`src/rtl/div_ctrl_pkg.sv`:
```
// rtl/div_ctrl_pkg.sv - shared encodings for the multi-cycle divide controller
// Purpose: FSM state encoding and ready/start level names used by div_ctrl.
// Ports:   none (package).
package div_ctrl_pkg;

  typedef enum logic [1:0] {
    DIV_FREE    = 2'b00,
    DIV_BYZERO  = 2'b01,
    DIV_ON      = 2'b10,
    DIV_END     = 2'b11
  } div_state_e;

  localparam logic DIV_RESULT_READY     = 1'b1;
  localparam logic DIV_RESULT_NOT_READY = 1'b0;
  localparam logic DIV_START            = 1'b1;
  localparam logic DIV_STOP             = 1'b0;

endpackage

```
`src/rtl/div_step.sv`:
```
// rtl/div_step.sv - one combinational restoring-division iteration
// Purpose: trial-subtract the divisor from the top window of the working
//          register and shift in one quotient bit.
// Ports:   dividend      - current working register (2*DATA_W+1 bits)
//          divisor       - divisor magnitude
//          dividend_next - working register after this iteration
module div_step #(
  parameter int DATA_W = 32
) (
  input  logic [2*DATA_W:0]  dividend,
  input  logic [DATA_W-1:0]  divisor,
  output logic [2*DATA_W:0]  dividend_next
);

  // Two extra bits: the window can reach 2*divisor-1, which needs DATA_W+1
  // bits, so the borrow has to land one bit higher still.
  logic [DATA_W+1:0] diff;
  logic              negative;

  assign diff = {1'b0, dividend[2*DATA_W:DATA_W]} - {2'b00, divisor};

  // A successful subtraction always leaves a value below the divisor, so the
  // top two bits are both zero exactly when the result is non-negative.
  assign negative = |diff[DATA_W+1:DATA_W];

  assign dividend_next = negative ? {dividend[2*DATA_W-1:0], 1'b0}
                                  : {diff[DATA_W-1:0], dividend[DATA_W-1:0], 1'b1};

endmodule

```
`src/rtl/div_ctrl.sv`:
```
// rtl/div_ctrl.sv - multi-cycle DIV/DIVU controller for the EX stage
// Purpose: sequence a DATA_W-iteration restoring divide, apply sign
//          correction, return {remainder, quotient} and stall the pipe.
// Ports:   clk, rst       - clock, asynchronous active-high reset
//          signed_div_i   - 1 = DIV, 0 = DIVU
//          opdata1_i/2_i  - dividend / divisor
//          start_i        - request, held until ready_o
//          annul_i        - abort current or pending operation
//          result_o       - {remainder (HI), quotient (LO)}
//          ready_o        - result valid
//          stallreq_o     - pipeline stall request
module div_ctrl
  import div_ctrl_pkg::*;
#(
  parameter int DATA_W = 32,
  parameter int CNT_W  = 6
) (
  input  logic                  clk,
  input  logic                  rst,
  input  logic                  signed_div_i,
  input  logic [DATA_W-1:0]     opdata1_i,
  input  logic [DATA_W-1:0]     opdata2_i,
  input  logic                  start_i,
  input  logic                  annul_i,
  output logic [2*DATA_W-1:0]   result_o,
  output logic                  ready_o,
  output logic                  stallreq_o
);

  localparam logic [CNT_W-1:0] CNT_DONE = CNT_W'(DATA_W);

  div_state_e          state, state_nxt;
  logic [CNT_W-1:0]    cnt, cnt_nxt;
  logic [2*DATA_W:0]   dividend_r, dividend_nxt, dividend_step;
  logic [DATA_W-1:0]   divisor_r, divisor_nxt;
  logic                neg1_r, neg1_nxt, neg2_r, neg2_nxt;
  logic [2*DATA_W-1:0] result_nxt;
  logic                ready_nxt;

  logic                op1_neg, op2_neg;
  logic [DATA_W-1:0]   op1_mag, op2_mag;
  logic [DATA_W-1:0]   quo_raw, rem_raw, quo_fix, rem_fix;

  assign op1_neg = signed_div_i & opdata1_i[DATA_W-1];
  assign op2_neg = signed_div_i & opdata2_i[DATA_W-1];
  assign op1_mag = op1_neg ? -opdata1_i : opdata1_i;
  assign op2_mag = op2_neg ? -opdata2_i : opdata2_i;

  // neg1_r/neg2_r already include the signed qualifier, so the corrections
  // below are inactive for DIVU without a separate signed flag.
  assign quo_raw = dividend_r[DATA_W-1:0];
  assign rem_raw = dividend_r[2*DATA_W:DATA_W+1];
  assign quo_fix = (neg1_r ^ neg2_r) ? -quo_raw : quo_raw;
  assign rem_fix = neg1_r ? -rem_raw : rem_raw;

  assign stallreq_o = (start_i == DIV_START) & (ready_o == DIV_RESULT_NOT_READY) & ~annul_i;

  div_step #(.DATA_W(DATA_W)) u_step (
    .dividend      (dividend_r),
    .divisor       (divisor_r),
    .dividend_next (dividend_step)
  );

  always_ff @(posedge clk or posedge rst) begin
    if (rst) begin
      state      <= DIV_FREE;
      cnt        <= '0;
      dividend_r <= '0;
      divisor_r  <= '0;
      neg1_r     <= 1'b0;
      neg2_r     <= 1'b0;
      result_o   <= '0;
      ready_o    <= DIV_RESULT_NOT_READY;
    end else begin
      state      <= state_nxt;
      cnt        <= cnt_nxt;
      dividend_r <= dividend_nxt;
      divisor_r  <= divisor_nxt;
      neg1_r     <= neg1_nxt;
      neg2_r     <= neg2_nxt;
      result_o   <= result_nxt;
      ready_o    <= ready_nxt;
    end
  end

  always_comb begin
    state_nxt    = state;
    cnt_nxt      = cnt;
    dividend_nxt = dividend_r;
    divisor_nxt  = divisor_r;
    neg1_nxt     = neg1_r;
    neg2_nxt     = neg2_r;
    result_nxt   = result_o;
    ready_nxt    = ready_o;
    case (state)
      DIV_FREE: begin
        result_nxt = '0;
        ready_nxt  = DIV_RESULT_NOT_READY;
        if (start_i == DIV_START && !annul_i) begin
          if (opdata2_i == '0) begin
            state_nxt = DIV_BYZERO;
          end else begin
            state_nxt    = DIV_ON;
            cnt_nxt      = '0;
            dividend_nxt = {{DATA_W{1'b0}}, op1_mag, 1'b0};
            divisor_nxt  = op2_mag;
            neg1_nxt     = op1_neg;
            neg2_nxt     = op2_neg;
          end
        end
      end
      DIV_BYZERO: begin
        if (annul_i) begin
          state_nxt = DIV_FREE;
        end else begin
          state_nxt  = DIV_END;
          result_nxt = '0;
          ready_nxt  = DIV_RESULT_READY;
        end
      end
      DIV_ON: begin
        if (annul_i) begin
          state_nxt = DIV_FREE;
        end else if (cnt == CNT_DONE) begin
          state_nxt  = DIV_END;
          result_nxt = {rem_fix, quo_fix};
          ready_nxt  = DIV_RESULT_READY;
        end else begin
          dividend_nxt = dividend_step;
          cnt_nxt      = cnt + CNT_W'(1);
        end
      end
      DIV_END: begin
        if (annul_i || start_i == DIV_STOP) begin
          state_nxt  = DIV_FREE;
          result_nxt = '0;
          ready_nxt  = DIV_RESULT_NOT_READY;
        end
      end
      default: state_nxt = DIV_FREE;
    endcase
  end

endmodule

```
`config.mk`:
```
export PLATFORM = sky130hd
export DESIGN_NAME = div_ctrl
export DESIGN_NICKNAME = d
export VERILOG_FILES = /design/src/rtl/div_ctrl_pkg.sv /design/src/rtl/div_step.sv /design/src/rtl/div_ctrl.sv
export SDC_FILE = /design/constraint.sdc
export NUM_CORES = 1
export LEC_CHECK = 0
export BUFFER_PORTS_ARGS = -buffer_cell sky130_fd_sc_hd__buf_2
export CAP_MARGIN = 20
export CORE_MARGIN = 1
export CORE_UTILIZATION = 45
export DETAILED_ROUTE_END_ITERATION = 8
export PLACE_DENSITY = 0.64
export SKIP_CTS_REPAIR_TIMING = 1
export SLEW_MARGIN = 20
export SYNTH_ARGS = -nofsm -noshare
export SYNTH_HDL_FRONTEND = slang
export SYNTH_SLANG_ARGS = --single-unit
```
`constraint.sdc`:
```
create_clock -name clk -period 6.3 [get_ports clk]
set_input_delay 1.26 -clock clk [delete_from_list [all_inputs] [get_ports clk]]
set_output_delay 1.26 -clock clk [all_outputs]
set_load 0.05 [all_outputs]
```
## Word level (Yosys, flattened, before mapping)

Index checks and enable logic that the tools add are counted.

| storage, ports and cells | value |
|---|---|
| register bits | 172 |
| input port bits | 69 |
| output and inout port bits | 66 |

| operators by class | value |
|---|---|
| reduce and logical (&&, ||, !) cells | 11 |
| bitwise gates (word level) | 9 |
| equality and inequality tests | 12 |
| multiplexer cells | 32 |
| $add $sub $neg | 6 |

Operators with widths:

| operator | number |
|---|---|
| 65-bit two-way mux | 5 |
| 64-bit two-way mux | 4 |
| 64-bit one-hot mux with 4 select lines | 1 |
| 65-bit one-hot mux with 2 select lines | 1 |
| 32-bit two-way mux | 4 |
| 32-bit negation | 4 |
| 33-bit by 32-bit subtractor with 34-bit output | 1 |
| 32-bit logical NOT | 1 |
| 6-bit two-way mux | 4 |
| 2-bit inequality test (second input constant) | 7 |
| 2-bit two-way mux | 6 |
| 6-bit one-hot mux with 2 select lines | 1 |
| 2-bit one-hot mux with 4 select lines | 1 |
| 6-bit by 1-bit adder with 6-bit output (second input constant) | 1 |
| 6-bit == test (second input constant) | 1 |
| 3-bit AND reduction | 2 |
| 5-bit AND reduction | 1 |
| 1-bit AND | 4 |
| 2-bit == test (second input constant) | 2 |
| 1-bit two-way mux | 4 |
| 1-bit NOT | 4 |
| 1-bit one-hot mux with 4 select lines | 1 |
| 4-bit AND reduction | 1 |
| 3-bit inequality test (second input constant) | 1 |
| other kinds (8) | 8 |

## Longest topological paths before layout

Gate-level depths: netlist of run 1.

| depth | value |
|---|---|
| depth in word-level cells | 6 |
| depth in mapped cells | 15 |

## Modules after synthesis

A second synthesis of run 1 with hierarchy kept.

| unflattened totals | value |
|---|---|
| cells, all modules | 1,471 |
| area, all modules | 12,927.4 µm² |

By module, submodules not included:

| module | area an instance (µm²) | times used | cells each |
|---|---|---|---|
| div_ctrl | 10,146.0 | 1 | 1,096 |
| div_step | 2,781.4 | 1 | 375 |

## Least setup slack after synthesis of run 1

OpenSTA, ideal clock, no wires.

| timing path | value |
|---|---|
| path type | input-to-reg |
| start | in opdata2_i[0] |
| end | reg dividend_r[10] |
| arrival time | 3,465 ps |
| setup slack | 2,701 ps |
| stages | 12 |
| setup time | 134 ps |
| path buffers | 2 |
| cells stage by stage | inv_1 ha_1 or3b_1 nor4b_4 and4_1 and2_1 a2111o_2 nor2_1 buf_2 buf_2 a22oi_1 o21ai_0 |

| between the ends | value |
|---|---|
| word-level cells in the longest chain between the ends | 3 |

Ends and longest elaborated chain:

| what | RTL line | RTL |
|---|---|---|
| start, declared | div_ctrl.sv:22 | `input logic [DATA_W-1:0] opdata2_i,` |
| 32-bit logical NOT | div_ctrl.sv:100 | `if (opdata2_i == '0) begin` |
| 2-bit inequality test (no line) | - |  |
| 5-bit AND reduction (no line) | - |  |
| end signal, assigned | div_ctrl.sv:77 | `dividend_r <= dividend_nxt;` |
| end, declared | div_ctrl.sv:34 | `logic [2*DATA_W:0] dividend_r, dividend_nxt, dividend_step;` |

No other way between the ends.
A chain may end at the register's enable or synchronous reset.

## Final worst setup path of run 1

| timing path | value |
|---|---|
| start | in opdata2_i[0] |
| end | reg dividend_r[60] |

Same word-level chain as after synthesis.

==> qor.csv, run 1 <==
stage,metric,value,unit
run_status,outcome,"complete, no violations",
clocking,clock latency on the worst-skew pair,0.43,ns
worst_setup_path,CP Data Required Time,6.62,ns
global_route,grt ovf,0,
synth,synth warn,0,
route,DRC viols,0,
worst_setup_path,number of cells on the worst reg-to-reg path,11,
global_route,Tot GR Track Use,0.236,
timing,final worst-path cycle share,0.686,
timing,Fmax,231,MHz
worst_setup_path,CP Launch Type,primary input,
synth,Synth Register Bits,172,
power,clock power share,0.221,
clocking,TritonCTS clock tree,yes,
synth,"EDFF count, synth",0,
route,DR WL/cell,16.8,µm
power,leak pwr,5.87,nW
synth,syn nets,1465,
timing,Setup TNS Final,0,ns
cells_and_area,area occupied by multi-input gates,6640,µm²
clocking,Clock transition at path regs,0.07,ns
worst_setup_path,Max Fanout on Critical Path,22,
cells_and_area,layout cells sized above 1,0.147,
synth,ys async rst share,1.00,
synth,post-synth top area share,0.375,
synth,Synth Flop Type,dfrtp_1,
timing,"Setup violations, final",0,
clocking,clock root buffer,clkbuf_16,
die,core area,25100,µm²
die,I/O pins,135,
cells_and_area,antenna fix cells,0,
cells_and_area,# nets final,1556,
timing,max-slew violations,0,
cells_and_area,FF+latch area,4300,µm²
cells_and_area,P&R area growth vs syn,13.0,%
die,Core Rows,58,
route,DRT Wirelength,30.1,mm
synth,"Seq/Total Area, Yosys",0.375,
timing,final clock skew,0.0133,ns
die,Initial Utilization,0.457,
power,Power per Cell Area,401,nW/µm²
synth,top area cells in the synthesized netlist,"dfrtp_1 37%, o21ai_0 6.9%, xnor2_1 6.9%",
die,die height,162,µm
timing,slew margin rel.,0.325,
timing,crit path time final,4.32,ns
placed_design,RePlAce Congestion,0.893,
power,Peak supply drop,329,µV
synth,synthesized area,11500,µm²
timing,"Hold Violations, Final",0,
worst_hold_path,hold path startpoint,result_o[2],
cells_and_area,filler instances,2405,
clocking,H-tree depth,4,
worst_setup_path,Reg2Reg Setup Slack,2.25,ns
power,Switching Fraction,0.447,
cells_and_area,"leading cell types in the layout, fill and taps excluded","179 x nand2_1, 172 x dfrtp_1, 159 x o21ai_0",
route,First DRT Iteration DRCs,835,
placed_design,DPL Wire Length,22.4,mm
worst_setup_path,Worst Path Arrival,4.64,ns
worst_hold_path,Hold Crit Endpoint,result_o[2],
clocking,clk buf depth,2,
synth,Synth area leader,dfrtp_1,
route,drt first pass iters,5,
synth,Netlist cell types,74,
cells_and_area,"most common cell after layout, fill and taps aside",nand2_1,
power,Reg power frac,0.306,
route,post-route ant nets,0,
worst_setup_path,CP Capture Type,register,
timing,Worst Max-Slew Pin Slew,1.01,ns
timing,RSZ-0062 raised after global routing,no,
worst_setup_path,reg2reg start,dividend_r[44],
power,PnR Total Power,5.20,mW
clocking,TritonCTS Sinks,172,
power,Pint,2.88,mW
die,die area,26200,µm²
power,sw power,2.33,mW
route,vias per cell,5.63,
synth,post-synthesis instance total,1352,
global_route,initial antenna violation count,0,
power,Gate power share,0.473,
die,width of the die,162,µm
route,via count,10100,
global_route,first-pass GRT wire length,49.3,mm
worst_hold_path,hold path depth,2,
global_route,vias in the first global route,9213,
worst_setup_path,critical path class,in -> reg,
clocking,number of buffers created by CTS,17,
placed_design,number of buffers added on ports,134,
worst_setup_path,R2R Path End,dividend_r[41],
run,MaxCap Viol Count,0,
worst_hold_path,worst hold path class,reg -> reg,
global_route,maximum number of pins on one net before global-route repair,80,
synth,Post-Syn Area per Cell,8.49,µm²
## through the flow
stage	setup WS [ns]	area, µm²	hold slack [ns]	std cells	util
floorplan	0.380	11500	0.485	1352	-
global placement	1.62	12300	0.458	1754	0.491
detailed placement	1.54	12300	0.463	1754	0.491
CTS	1.98	13000	0.479	1786	0.517
global route	1.74	13000	0.491	1786	0.517
finish	1.98	13000	0.473	1786	0.517
## how the worst max path moves through the flow
stage | from | end | slack [ns] | cells past startpoint
2_1_floorplan | rst | cnt[0] | 0.38 | 1
3_3_place_gp | opdata2_i[0] | dividend_r[60] | 1.62 | 12
3_5_place_dp | opdata2_i[0] | dividend_r[60] | 1.54 | 12
4_1_cts | opdata2_i[0] | dividend_r[60] | 1.98 | 12
5_1_grt | opdata2_i[0] | dividend_r[60] | 1.74 | 12
6_report | opdata2_i[0] | dividend_r[60] | 1.98 | 12
## power groups by stage
stage                     registers (mW)  clock network (mW)  logic (mW)
final                               1.59                1.15        2.46
after global routing                1.63                1.22        2.74
after CTS                           1.59                1.17        2.46
after detailed placement            1.61                   0        2.45
after global placement              1.60                   0        2.41
after floorplan                     1.77                   0        1.70
## per-layer routing
metal	global-route usage	up-vias	wire length, µm
met1	0.375	4749	15700
met5	0	-	0
met3	0.0312	36	1550
met4	0.0673	0	563
li1	-	4990	-
met2	0.330	289	12200
## registers in the layout, indices dropped and copies added, names as in the netlist
name        cells
cnt             6
dividend_r     65
divisor_r      32
neg1_r          1
neg2_r          1
ready_o         1
result_o       64
state           2
## worst max-delay path, cell delays in order
cell and delay (ns):
buf_2 0.11, inv_1 0.05, ha_1 0.15, or3b_1 0.42
nor4b_4 0.41, and4_1 0.33, and2_1 0.24, a2111o_2 0.23
inv_1 0.23, nand2_1 0.76, nor3_1 0.14, a221o_1 0.32
## cell type report
cell class,count,area share
clock buffer,17,0.0328
clock inverter,15,0.0163
inverter,63,0.0186
multi-input combinational,1045,0.511
sequential,172,0.332
tap,330,0.0318
timing repair buffer,144,0.0575
## kinds of logic (layout without fill, tap and decap cells)
logic type | after synthesis | count (layout) | synth area share
simple gates | 440 | 440 | 0.185
compound gates | 399 | 399 | 0.218
flops | 172 | 172 | 0.375
xor+xnor | 148 | 148 | 0.113
buf+inv | 135 | 239 | 0.0483
fa+ha+maj | 44 | 44 | 0.0486
mux | 14 | 14 | 0.0126
## Yosys cell counts (6+ instances only)
cell type	instances
dfrtp_1	172
xnor2_1	90
nor2_1	80
ha_1	43
a21oi_1	84
clkbuf_1	49
o41ai_1	8
nand2b_1	16
nor2b_1	7
nand3_1	55
o311ai_0	7
and3_1	14
a22oi_1	27
o21a_1	8
o31ai_1	31
or4_1	6
o21ai_0	159
buf_2	13
o311ai_2	6
inv_1	63
o21ai_1	7
nor3_1	21
nand3b_1	6
a31oi_1	12
nor4_1	14
a21o_1	7
mux2i_1	10
or3_1	6
nand2_1	179
xor2_1	58
Note: power is estimated with default switching activity, not from simulation.
==> run 2, diff against run 1 <==
- PLACE_DENSITY: 0.64 -> 0.67
- clock period: 6.3 -> 3.5 ns (I/O delays scaled with it)
==> qor.csv, run 2 (synthesized netlist as in run 1, its figures left out) <==
stage,metric,value,unit,change
timing,WHS,0.404,ns,was 0.473 ns
route,vias per cell,5.53,,was 5.63
global_route,initial antenna violation count,0,,unchanged
worst_setup_path,Worst Path Arrival,3.57,ns,was 4.64 ns
global_route,grt ovf,0,,unchanged
worst_setup_path,CP Launch Type,register,,was primary input
global_route,vias in the first global route,9402,,"was 9,213"
cells_and_area,P&R area growth vs syn,16.5,%,was 13.0%
route,post-route ant nets,0,,unchanged
route,drt first pass iters,6,,was 5
power,Gate power share,0.489,,was 0.473
power,Peak supply drop,467,µV,was 329 µV
route,DRC viols,0,,unchanged
placed_design,DPL Wire Length,22.9,mm,was 22.4 mm
global_route,maximum number of pins on one net before global-route repair,71,,was 80
clocking,TritonCTS clock tree,yes,,unchanged
power,Switching Fraction,0.454,,was 0.447
timing,crit path time final,3.25,ns,
clocking,clock latency on the worst-skew pair,0.43,ns,about the same
power,sw power,4.23,mW,was 2.33 mW
power,Reg power frac,0.305,,was 0.306
die,I/O pins,135,,unchanged
timing,final worst-path cycle share,0.929,,
timing,RSZ-0062 raised after global routing,no,,unchanged
worst_setup_path,Crit path largest cell delay,0.43,ns,was 0.76 ns
timing,slew margin rel.,0.373,,was 0.325
die,Core Rows,58,,unchanged
clocking,clk buf depth,2,,unchanged
die,die area,26200,µm²,unchanged
route,DRT Wirelength,29.8,mm,was 30.1 mm
power,leak pwr,6.12,nW,was 5.87 nW
worst_hold_path,worst hold path class,in -> async,,was reg -> reg
power,Power per Cell Area,697,nW/µm²,was 401 nW/µm²
timing,Worst Max-Slew Pin Slew,0.938,ns,was 1.01 ns
die,core area,25100,µm²,unchanged
placed_design,number of buffers added on ports,134,,unchanged
worst_setup_path,Max Fanout on Critical Path,37,,was 22
clocking,Clock transition at path regs,0.07,ns,about the same
cells_and_area,layout cells sized above 1,0.176,,was 0.147
worst_setup_path,CP Capture Type,register,,unchanged
worst_setup_path,"Cell Chain, Critical Path",inv_1 -> ha_1 -> inv_1 -> fa_1 -> a211oi_2 -> o211ai_1 -> a31o_2 -> a221oi_2 -> o31ai_4 -> or2_4 -> o31a_1 -> buf_12 -> and3_1 -> a221o_1,,was buf_2 -> inv_1 -> ha_1 -> or3b_1 -> nor4b_4 -> and4_1 -> and2_1 -> a2111o_2 -> inv_1 -> nand2_1 -> nor3_1 -> a221o_1
clocking,H-tree depth,4,,unchanged
route,via count,10200,,"was 10,100"
clocking,TritonCTS Sinks,172,,unchanged
cells_and_area,"leading cell types in the layout, fill and taps excluded","179 x nand2_1, 172 x dfrtp_1, 159 x o21ai_0",,unchanged
cells_and_area,filler instances,2363,,"was 2,405"
route,First DRT Iteration DRCs,865,,was 835
run,MaxCap Viol Count,0,,unchanged
timing,slack of the critical path,0.247,ns,was 1.98 ns
worst_setup_path,CP most frequent cell,inv_1,,unchanged
power,Pint,5.09,mW,was 2.88 mW
global_route,Tot GR Track Use,0.237,,was 0.236
timing,"Setup violations, final",0,,unchanged
placed_design,Placement Cell Area,12800,µm²,"was 12,300 µm²"
cells_and_area,fin area,13400,µm²,"was 13,000 µm²"
clocking,clock root buffer,clkbuf_16,,unchanged
timing,max-slew violations,0,,unchanged
power,clock power share,0.206,,was 0.221
cells_and_area,Reg with most FFs,dividend_r,,unchanged
worst_setup_path,CP Data Required Time,3.82,ns,was 6.62 ns
cells_and_area,fin util,0.533,,was 0.517
cells_and_area,max reg flops,65,,unchanged
timing,Setup TNS Final,0,ns,unchanged
placed_design,pre-CTS WS,-0.0967,ns,was 1.54 ns
die,Initial Utilization,0.457,,unchanged
timing,Fmax,307,MHz,
cells_and_area,# nets final,1607,,"was 1,556"
die,die height,162,µm,unchanged
worst_setup_path,critical path class,reg -> reg,,was in -> reg
power,PnR Total Power,9.33,mW,was 5.20 mW
die,width of the die,162,µm,unchanged
global_route,first-pass GRT wire length,49.5,mm,was 49.3 mm
placed_design,DP Cell Count,1805,,"was 1,754"
clocking,number of buffers created by CTS,17,,unchanged
timing,"Hold Violations, Final",0,,unchanged
placed_design,RePlAce Congestion,0.898,,was 0.893
cells_and_area,antenna fix cells,0,,unchanged
worst_setup_path,Crit-path slowest cell,fa_1,,was nand2_1
cells_and_area,"most common cell after layout, fill and taps aside",nand2_1,,unchanged
cells_and_area,top flop regs,"dividend_r: 65 flops, result_o: 64 flops, divisor_r: 32 flops",,unchanged
run_status,outcome,"complete, no violations",,unchanged
timing,final clock skew,0.0145,ns,was 0.0133 ns
route,DR WL/cell,16.2,µm,was 16.8 µm
cells_and_area,fin cells,1837,,"was 1,786"
-- run 2: changes by cell type in the layout (fill, tap and decap cells not counted), sizes merged --
cell	delta
clkinv	+1
bufinv	-3
buf	+51
clkinvlp	+2
-- run 2: path summary, 6_finish.rpt --
kind | start | endpoint | slack [ns] | depth (start not counted)
setup / recovery | dividend_r[32] | dividend_r[60] | 0.25 | 14
hold / removal | rst | result_o[50] | 0.40 | 2
setup reg to reg | dividend_r[32] | dividend_r[60] | 0.25 | 14
hold reg to reg | result_o[12] | result_o[12] | 0.47 | 2
max in group asynchronous | rst | divisor_r[22] | 2.28 | 3
min in group clk | result_o[12] | result_o[12] | 0.47 | 2
-- run 2: critical path: cells and delay by family (launching register included) --
kind	cells	cell delay, ns
compound gates	7	1.43
fa+ha+maj	2	0.58
simple gates	2	0.44
buf+inv	3	0.29
flops	1	0.38
-- run 2: power by group through the flow --
stage	Sequential [mW]	Clock, mW	Combinational (mW)
floorplan	3.18	0	3.06
global placement	2.85	0	4.46
detailed placement	2.88	0	4.54
CTS	2.84	1.95	4.55
global route	2.90	2.03	5.08
finish	2.84	1.92	4.56
-- run 2: final cells by class --
type / count / area (µm²) / area share
repair buffers: 195 / 1180 / 0.0881
flip-flops and latches: 172 / 4300 / 0.322
well taps: 330 / 413 / 0.0309
clock inverters: 15 / 175 / 0.0131
multi-input cells: 1045 / 6640 / 0.496
inverters: 63 / 240 / 0.0180
clock buffers: 17 / 425 / 0.0318
-- run 2: routing by layer --
| layer | wire length (µm) | vias up | global-route usage |
|---|---|---|---|
| li1 | - | 5080 | - |
| met1 | 15200 | 4747 | 0.369 |
| met2 | 12400 | 299 | 0.340 |
| met3 | 1870 | 25 | 0.0419 |
| met4 | 331 | 0 | 0.0502 |
| met5 | 0 | - | 0 |
